[src/rtl/mux_nto1_reg.sv]
// mux_nto1_reg: registered N-to-1 word mux with valid/ready output stage and SCAN pointer.
// Define MUX_NTO1_PARITY_EN to add a registered even-parity output (out_parity).
module mux_nto1_reg #(
    parameter int WIDTH = 32,
    parameter int N = 8,
    localparam int SELW = $clog2(N)
) (
    input  logic               clk,
    input  logic               reset,
    input  logic [N*WIDTH-1:0] in_data,
    input  logic [SELW-1:0]    sel,
    input  logic               scan_mode,
    input  logic               in_valid,
    output logic               in_ready,
    output logic [WIDTH-1:0]   out_data,
    output logic               out_valid,
    input  logic               out_ready,
    output logic [SELW-1:0]    scan_ptr,
`ifdef MUX_NTO1_PARITY_EN
    output logic               out_parity,
`endif
    output logic               scan_wrap
);
    logic             accept;
    logic             last;
    logic [SELW-1:0]  idx;
    logic [WIDTH-1:0] sel_word;
    logic [WIDTH-1:0] out_data_q, out_data_d;
    logic             out_valid_q, out_valid_d;
    logic [SELW-1:0]  scan_ptr_q, scan_ptr_d;
    logic             scan_wrap_q, scan_wrap_d;
`ifdef MUX_NTO1_PARITY_EN
    logic             out_parity_q, out_parity_d;
`endif

    assign in_ready = !out_valid_q || out_ready;
    assign accept   = in_valid && in_ready;
    assign idx      = scan_mode ? scan_ptr_q : sel;
    assign last     = scan_ptr_q == SELW'(N - 1);

    // Channel decode; indices with no matching channel yield zero.
    always_comb begin
        sel_word = '0;
        for (int k = 0; k < N; k++)
            if (idx == SELW'(k)) sel_word = in_data[k*WIDTH +: WIDTH];
    end

    // Next state: load on accept, clear valid on drain, advance pointer on scan accepts.
    always_comb begin
        out_data_d  = accept ? sel_word : out_data_q;
        out_valid_d = accept ? 1'b1 : (out_ready ? 1'b0 : out_valid_q);
        scan_ptr_d  = (accept && scan_mode) ? (last ? '0 : scan_ptr_q + SELW'(1)) : scan_ptr_q;
        scan_wrap_d = accept && scan_mode && last;
`ifdef MUX_NTO1_PARITY_EN
        out_parity_d = accept ? ^sel_word : out_parity_q;
`endif
    end

    // Output register stage with synchronous reset discarding any word in flight.
    always_ff @(posedge clk) begin
        if (reset) begin
            out_data_q  <= '0;
            out_valid_q <= 1'b0;
            scan_ptr_q  <= '0;
            scan_wrap_q <= 1'b0;
`ifdef MUX_NTO1_PARITY_EN
            out_parity_q <= 1'b0;
`endif
        end else begin
            out_data_q  <= out_data_d;
            out_valid_q <= out_valid_d;
            scan_ptr_q  <= scan_ptr_d;
            scan_wrap_q <= scan_wrap_d;
`ifdef MUX_NTO1_PARITY_EN
            out_parity_q <= out_parity_d;
`endif
        end
    end

    assign out_data  = out_data_q;
    assign out_valid = out_valid_q;
    assign scan_ptr  = scan_ptr_q;
    assign scan_wrap = scan_wrap_q;
`ifdef MUX_NTO1_PARITY_EN
    assign out_parity = out_parity_q;
`endif
endmodule

[config.mk]
export PLATFORM = sky130hd
export DESIGN_NAME = mux_nto1_reg
export DESIGN_NICKNAME = d
export VERILOG_FILES = /design/src/rtl/mux_nto1_reg.sv
export SDC_FILE = /design/constraint.sdc
export NUM_CORES = 1
export LEC_CHECK = 0
export CAP_MARGIN = 20
export CORE_AREA = 2 2 118 120
export CTS_CLUSTER_SIZE = 30
export DETAILED_ROUTE_END_ITERATION = 8
export DIE_AREA = 0 0 120 122
export MAX_ROUTING_LAYER = met4
export PLACE_DENSITY = 0.71
export SLEW_MARGIN = 20
export SYNTH_ARGS = -nofsm -noshare
export SYNTH_HDL_FRONTEND = slang
export SYNTH_SLANG_ARGS = --single-unit
export TNS_END_PERCENT = 30
[constraint.sdc]
create_clock -name clk -period 3.6 [get_ports clk]
set_input_delay 0.72 -clock clk [delete_from_list [all_inputs] [get_ports clk]]
set_output_delay 0.72 -clock clk [all_outputs]
set_load 0.01 [all_outputs]
# Yosys cells after proc, flatten, opt, wreduce, memory -nomap -nowiden
# Cells that the tools add are included.
[word_totals]
output_inout_bits = 38
ram_bits = 0
latch_bits = 0
mem_count = 0
word_cells = 32
romBits = 0
register_bits = 37
inputBits = 264
[classes]
n_addsub = 1
n_mul = 0
shifts = 0
n_div = 0
eq_ne = 8
n_bitwise = 0
n_lt_le_gt_ge = 0
muxes = 12
n_reduce_logical = 7
[op_table]
columns = ["operator", "count"]
rows = [
  ["$mux W32", 8],
  ["$eq A3 B3 Y1 const B", 5],
  ["$eq A3 B2 Y1 const B", 2],
  ["$mux W3", 2],
  ["$add A3 B1 Y3 const B", 1],
  ["$eq A3 B1 Y1 const B", 1],
  ["$logic_and A1 B1 Y1", 3],
  ["$logic_not A3 Y1", 1],
  ["$mux W1", 2],
  ["$reduce_bool A2 Y1", 1],
  ["$logic_not A1 Y1", 1],
  ["$logic_or A1 B1 Y1", 1],
]

# Logic depth before layout (Yosys ltp)
# Gate-level depths: netlist of run 1.
[logic_depth]
word_depth = 10
ltp_mapped = 9
depth_no_buf = 5

# Worst setup path before layout of run 1
# OpenSTA, ideal clock, no wires.
[synth_path]
path_type = "input to register"
startpoint = "input port scan_mode"
endpoint = "register out_data_q[24], in the netlist out_data[24]"
path_buffers = 2
setup_ns = 0.127
required_time_ns = 3.473
cell_stages = 7
setup_slack_ns = 1.511
t_arrival_ns = 1.961
path_cell_list = "mux2_4 -> buf_6 -> buf_12 -> mux4_2 -> nand2_1 -> a221oi_1 -> o21bai_1"
[synth_via]
elab_chain_len = 10
elab_cells_between_ends = 17
classes_between = "eq/ne (7); mux (9); reduce/logical (1)"
[synth_rtl]
columns = ["item", "line_no", "rtl"]
rows = [
  ["from (decl)", "12", "input logic scan_mode,"],
  ["$mux W3 (*)", "38", "assign idx = scan_mode ? scan_ptr_q : sel;"],
  ["$logic_not A3 Y1", "45", "if (idx == SELW'(k)) sel_word = in_data[k*WIDTH +: WIDTH];"],
  ["$mux W32 (7 in series)", "45", ""],
  ["$mux W32 (*)", "45", ""],
  ["to (signal assigned)", "70", "out_data_q <= out_data_d;"],
  ["to (decl)", "28", "logic [WIDTH-1:0] out_data_q, out_data_d;"],
]
# Every way passes the cells marked *; elsewhere a longest branch is shown, timed or not.
# A chain may end at the register's enable or synchronous reset.

# Final worst setup path of run 1
[layout_path]
startpoint = "input port scan_mode"
endpoint = "register out_data_q[6], in the netlist out_data[6]"
# The elaborated chain is that of the path after synthesis.

==> reports/results.ini, run 1 <==
[die]
dieWidth_microns = 120
rows = 43
die_h_microns = 122
initial_core_util_pct = 28.3
die_area_sq_mm = 0.0146
core-area_sq_mm = 0.0135
io_pins = 302

[timing]
clock.fmax_mhz = 336
rsz0062_at_grt = false
finalSetupViolCount = 0
finalHoldViolCount = 0
setup-tns-final_ns = 0
clock_skew_ns = 0.00680
setup_ws_ns = 0.623
worst_slew_pin_slew_ns = 0.856
fin_crit_sh_pct = 82.7
drv_slew = 0
final.min_clock_period_ns = 2.98
fin_hold_ws_ns = 0.478
maxSlewHeadroom_pct = 42.9

[layout]
fill_cells = 1249
fin_util_pct = 53.1
final_cell_mix = clkdlybuf4s50_1 (300), nand2_1 (115), o21ai_0 (81)
layout-drive-gt1-share_pct = 7.81
nets = 1033
stdcell_area_sq_mm = 0.00717
syn2layout_area_growth_pct = 87.9
final_common_cell = clkdlybuf4s50_1
instances_no_fill = 949

[clock_tree]
clock_sinks = 37
root_buffer = clkbuf_16
cts_buffer_depth = 2
clkLatencyLatePin_ns = 0.28
cts_tree = done
cts_hold_buffers = 0
cts_made_buffers = 5
htreeDepth = 2
cts.clk_slew.worst_paths_ns = 0.06
cts_resized = 0
cts_setup_buffers = 0

[worst_setup_path]
slowest_stage = clkdlybuf4s50_1
worstSetupPathType = input pin to flip-flop
arrival_ns = 3.18
cp_num_cells = 7
path_cells = clkdlybuf4s50_1, buf_4, o22a_1, buf_4, o21ai_0, a221oi_1, o21bai_1
cpPeakStageDelay_ns = 0.70
path_buf_inv = 3
ff2ff_path_depth = 6
cp-end-kind = flip-flop
start_kind = input pin
worstReg2RegStart = scan_ptr[0]$_SDFFE_PP0P_
cp_top_family = buffers and inverters
crit_start = scan_mode
critPathRequiredTime_ns = 3.80
path_max_fanout = 15
crit_top_cell = buf_4

[placement]
dpl_cell_area_sq_mm = 0.00698
dp_hpwl_microns = 14900
placed_cells = 940
place_ws_ns = 0.390
io_buffers = 301
place_congestion = 0.865

[flow_run]
max-cap-violations = 0

[global_route]
antenna_found_initial = 1
grt_max_degree = 41
grt_pass1_wl_microns = 29400
overflow = 0
grt_pass1_vias = 5475
grt_util_all_layers_pct = 26.2

[power]
p_per_area_mw_per_mm2 = 258
leakage_nw = 2.61
total_power_mw = 1.85
vdd_drop_max_v = 0.000206

[routing]
drc_errors = 0
postRouteAntennaNets = 0
totalWireLength_microns = 19400
avgViaCountPerCell = 5.53
num_vias = 5245
wl_per_cell_microns = 20.4
detail_route.first_pass.iterations = 5
drtIter0Drc = 350

[synth]
yosysTopAreaCell = dfxtp_1
synth_area_sq_mm = 0.00382
synthesis.nets = 754
ys_warn_count = 0
async_reset_ff_share_pct = 0
synthFlopType = dfxtp_1
postSynthCellCount = 488
netlist_top_cells_area = dfxtp_1 (19%), mux4_2 (13%), nand2_1 (11%), o21ai_0 (11%), a221oi_1 (5.0%)
synth_cell_type_count = 48
synth_edf_count = 0
ys_ff_latch = 37
synth_top_area_share_pct = 19.4
seq_area_frac_synth_pct = 19.4
avgSynthCellArea_sq_um = 7.82

[run_status]
status = completed

[min_path]
hold_start = out_data[11]$_SDFFE_PP0P_
hold_path_depth = 2
hp-class = flip-flop to flip-flop

[sequential cells by signal (all words and copies together) (netlist names)]
register / cells
scan_wrap: 1
scan_ptr: 3
out_valid: 1
out_data: 32
[layer usage]
metal  track usage (%)  routed length, microns  part of all wire [%]  up-vias
met5                 -                       0                     0        -
met4              10.1                     597                   3.1        0
met3              4.35                    1610                   8.3       50
met2              44.5                    9630                    50      331
met1              31.1                    7510                    39     2429
li1                  -                       -                     -     2435
[power by group]
group / internal, mW / leakage (nW) / switching, mW / total [mW]
Sequential: 0.444 / 0.304 / 0.0241 / 0.468
Clock: 0.396 / 0.0938 / 0.186 / 0.582
Combinational: 0.479 / 2.22 / 0.320 / 0.799
Total: 1.32 / 2.61 / 0.531 / 1.85
[Yosys cell counts, types with 3 or more instances]
master and n:
dfxtp_1 37, mux4_2 22, and3b_1 3, buf_4 5
nand2b_1 3, a211oi_1 3, clkbuf_1 19, o221ai_1 6
nand3_1 13, buf_2 17, buf_6 3, a21oi_1 8
o21bai_1 18, nor2_1 10, o21ai_0 81, a22o_1 6
nand2_1 115, a221oi_1 22, and3_1 5, mux4_1 3
nor3b_1 4, mux2i_1 14, nor3_1 4, a221o_1 4
a22oi_1 23, inv_1 3, o211ai_1 6, a2111oi_1 4
[path summary, 6_finish.rpt]
path,end,slack (ns)
max,out_data[6]$_SDFFE_PP0P_,0.62
min reg2reg,out_data[11]$_SDFFE_PP0P_,0.48
min,out_data[11]$_SDFFE_PP0P_,0.48
max reg2reg,out_data[6]$_SDFFE_PP0P_,1.27
[kinds of logic after synthesis]
family	after synthesis	synth area share (%)
DFF	37	19.4
AOI/OAI and AO/OA	192	33.7
muxes	42	19.8
adders and majority gates	2	0.656
and+or+nand+nor	164	18.6
buffers and inverters	51	7.90
[tightest hold or removal path, cell delays in order, from the launching register on]
cell      delay [ns]
dfxtp_1         0.31
nand2_1         0.06
a211oi_1        0.06
[final cells by class]
class	count	area, sq um	share of cell area (%)
multi-input cells	400	2810	39.2
diodes	1	2.50	0.0349
inverters	3	11.3	0.157
repair buffers	320	3190	44.5
flip-flops and latches	37	741	10.3
clock inverters	3	65.1	0.908
clock buffers	5	125	1.75
well taps	180	225	3.14
Note: power is estimated with default switching activity, not from simulation.
==> inputs of run 2 (changes only) <==
- PLACE_DENSITY: 0.71 -> 0.74
- clock period: 3.6 -> 2.7 ns (I/O delays scaled with it)
==> reports/results.ini, run 2 (synthesized netlist as in run 1, its figures left out) <==
[flow_run]
max-cap-violations = 0  ; unchanged

[placement]
io_buffers = 301  ; unchanged
placed_cells = 950  ; +1.1%
dp_hpwl_microns = 15200  ; +2.2%
place_congestion = 0.887  ; +2.5%
dpl_cell_area_sq_mm = 0.00711  ; +2.0%

[power]
leakage_nw = 2.67  ; +2.0%
p_per_area_mw_per_mm2 = 321  ; +24%
switching_share_pct = 31.4  ; +2.7 points
switchingPower_mw = 0.732  ; +38%
seq_power_share_pct = 26.6  ; +1.3 points
p_clk_share_pct = 25.8  ; -5.7 points
power_frac_comb_pct = 47.6  ; +4.4 points
vdd_drop_max_v = 0.000192  ; -6.4%
p_int_mw = 1.60  ; +21%

[clock_tree]
cts_resized = 0  ; unchanged
clock_sinks = 37  ; unchanged
cts_made_buffers = 5  ; unchanged
cts_hold_buffers = 0  ; unchanged
cts_setup_buffers = 0  ; unchanged
cts_buffer_depth = 2  ; unchanged
clkLatencyLatePin_ns = 0.28  ; about the same
htreeDepth = 2  ; unchanged
root_buffer = clkbuf_16
cts_tree = done
cts.clk_slew.worst_paths_ns = 0.06  ; about the same

[routing]
detail_route.first_pass.iterations = 6  ; +1
postRouteAntennaNets = 0  ; unchanged
num_vias = 5410  ; +3.1%
wl_per_cell_microns = 20.8  ; +2.2%
drc_errors = 0  ; unchanged
drtIter0Drc = 404  ; +15%
totalWireLength_microns = 20000  ; +3.2%
avgViaCountPerCell = 5.65  ; +2.2%

[die]
rows = 43  ; unchanged
dieWidth_microns = 120  ; unchanged
die_h_microns = 122  ; unchanged
io_pins = 302  ; unchanged
initial_core_util_pct = 28.3  ; unchanged
core-area_sq_mm = 0.0135  ; unchanged
die_area_sq_mm = 0.0146  ; unchanged

[layout]
nets = 1043  ; +0.97%
syn2layout_area_growth_pct = 90.3
final_common_cell = clkdlybuf4s50_1
antenna_cells = 0  ; -1
layout-drive-gt1-share_pct = 9.00  ; +1.2 points
final_cell_mix = clkdlybuf4s50_1 (300), nand2_1 (115), o21ai_0 (81)
largest_reg_flops = 32  ; unchanged
stdcell_area_sq_mm = 0.00726  ; +1.3%
instances_no_fill = 958  ; +0.95%

[global_route]
grt_max_degree = 49  ; +20%
grt_pass1_vias = 5650  ; +3.2%
overflow = 0  ; unchanged
antenna_found_initial = 0  ; -1
grt_pass1_wl_microns = 29500  ; +0.63%
grt_util_all_layers_pct = 26.4  ; +0.23 points

[worst_setup_path]
critPathRequiredTime_ns = 2.90  ; -0.90 ns
crit_start = scan_mode
arrival_ns = 2.65  ; -0.53 ns
cp-end-kind = flip-flop
worstSetupPathType = input pin to flip-flop
worstReg2RegStart = scan_ptr[2]$_SDFFE_PP0P_
start_kind = input pin
path_max_fanout = 21  ; +6

[timing]
fin_crit_sh_pct = 90.6
finalHoldViolCount = 0  ; unchanged
drv_slew = 0  ; unchanged
final.min_clock_period_ns = 2.45
clock_skew_ns = 0.00508  ; -0.00172 ns
clock.fmax_mhz = 409
worst_slew_pin_slew_ns = 0.487  ; -0.370 ns
finalSetupViolCount = 0  ; unchanged
maxSlewHeadroom_pct = 67.5  ; +25 points
rsz0062_at_grt = false
fin_hold_ws_ns = 0.482  ; +0.00382 ns

[min_path]
hold_start = out_data[9]$_SDFFE_PP0P_
hp-class = flip-flop to flip-flop

[run_status]
status = completed

## run 2: cell type report
class | instances | area (sq um)
clock buffer | 5 | 125
sequential | 37 | 741
tap | 180 | 225
fill | 1251 | 6240
inverter | 3 | 11.3
clock inverter | 3 | 22.5
timing repair buffer | 330 | 3330
multi-input combinational | 400 | 2810
## run 2: stage by stage
step	setup TNS, ns	setup slack (ns)	utilization, %	total power [mW]
floorplan	0	0.791	-	1.08
global placement	0	0.0532	52.7	1.71
detailed placement	-0.00808	-0.00444	52.7	1.73
CTS	0	0.282	53.8	2.34
global route	0	0.0949	53.8	2.44
finish	0	0.255	53.8	2.33
## run 2: critical path, cell delays in order
cell and delay, ns:
clkdlybuf4s50_1 0.50, buf_12 0.20, nor3b_1 0.23, or2_2 0.30, buf_4 0.29, o21ai_0 0.13
a221oi_1 0.29, o21bai_1 0.15
## run 2: metal layers
layer | track usage (%) | up-vias | routed length (microns)
li1 | - | 2450 | -
met1 | 30.1 | 2599 | 7740
met2 | 47.9 | 318 | 10200
met3 | 4.17 | 43 | 1550
met4 | 7.65 | 0 | 450
met5 | - | - | 0
## run 2: worst paths after layout
path | slack (ns) | to | cells past startpoint
setup / recovery | 0.25 | out_data[24]$_SDFFE_PP0P_ | 8
hold / removal | 0.48 | out_data[9]$_SDFFE_PP0P_ | 2
setup reg to reg | 0.62 | out_data[24]$_SDFFE_PP0P_ | 6
hold reg to reg | 0.48 | out_data[9]$_SDFFE_PP0P_ | 2
## run 2: power by group through the flow
stage / Sequential, mW / Clock (mW) / Combinational [mW]
final: 0.619 / 0.602 / 1.11
after global routing: 0.623 / 0.639 / 1.18
after CTS: 0.618 / 0.619 / 1.10
after detailed placement: 0.630 / 0 / 1.10
after global placement: 0.628 / 0 / 1.08
after floorplan: 0.649 / 0 / 0.433
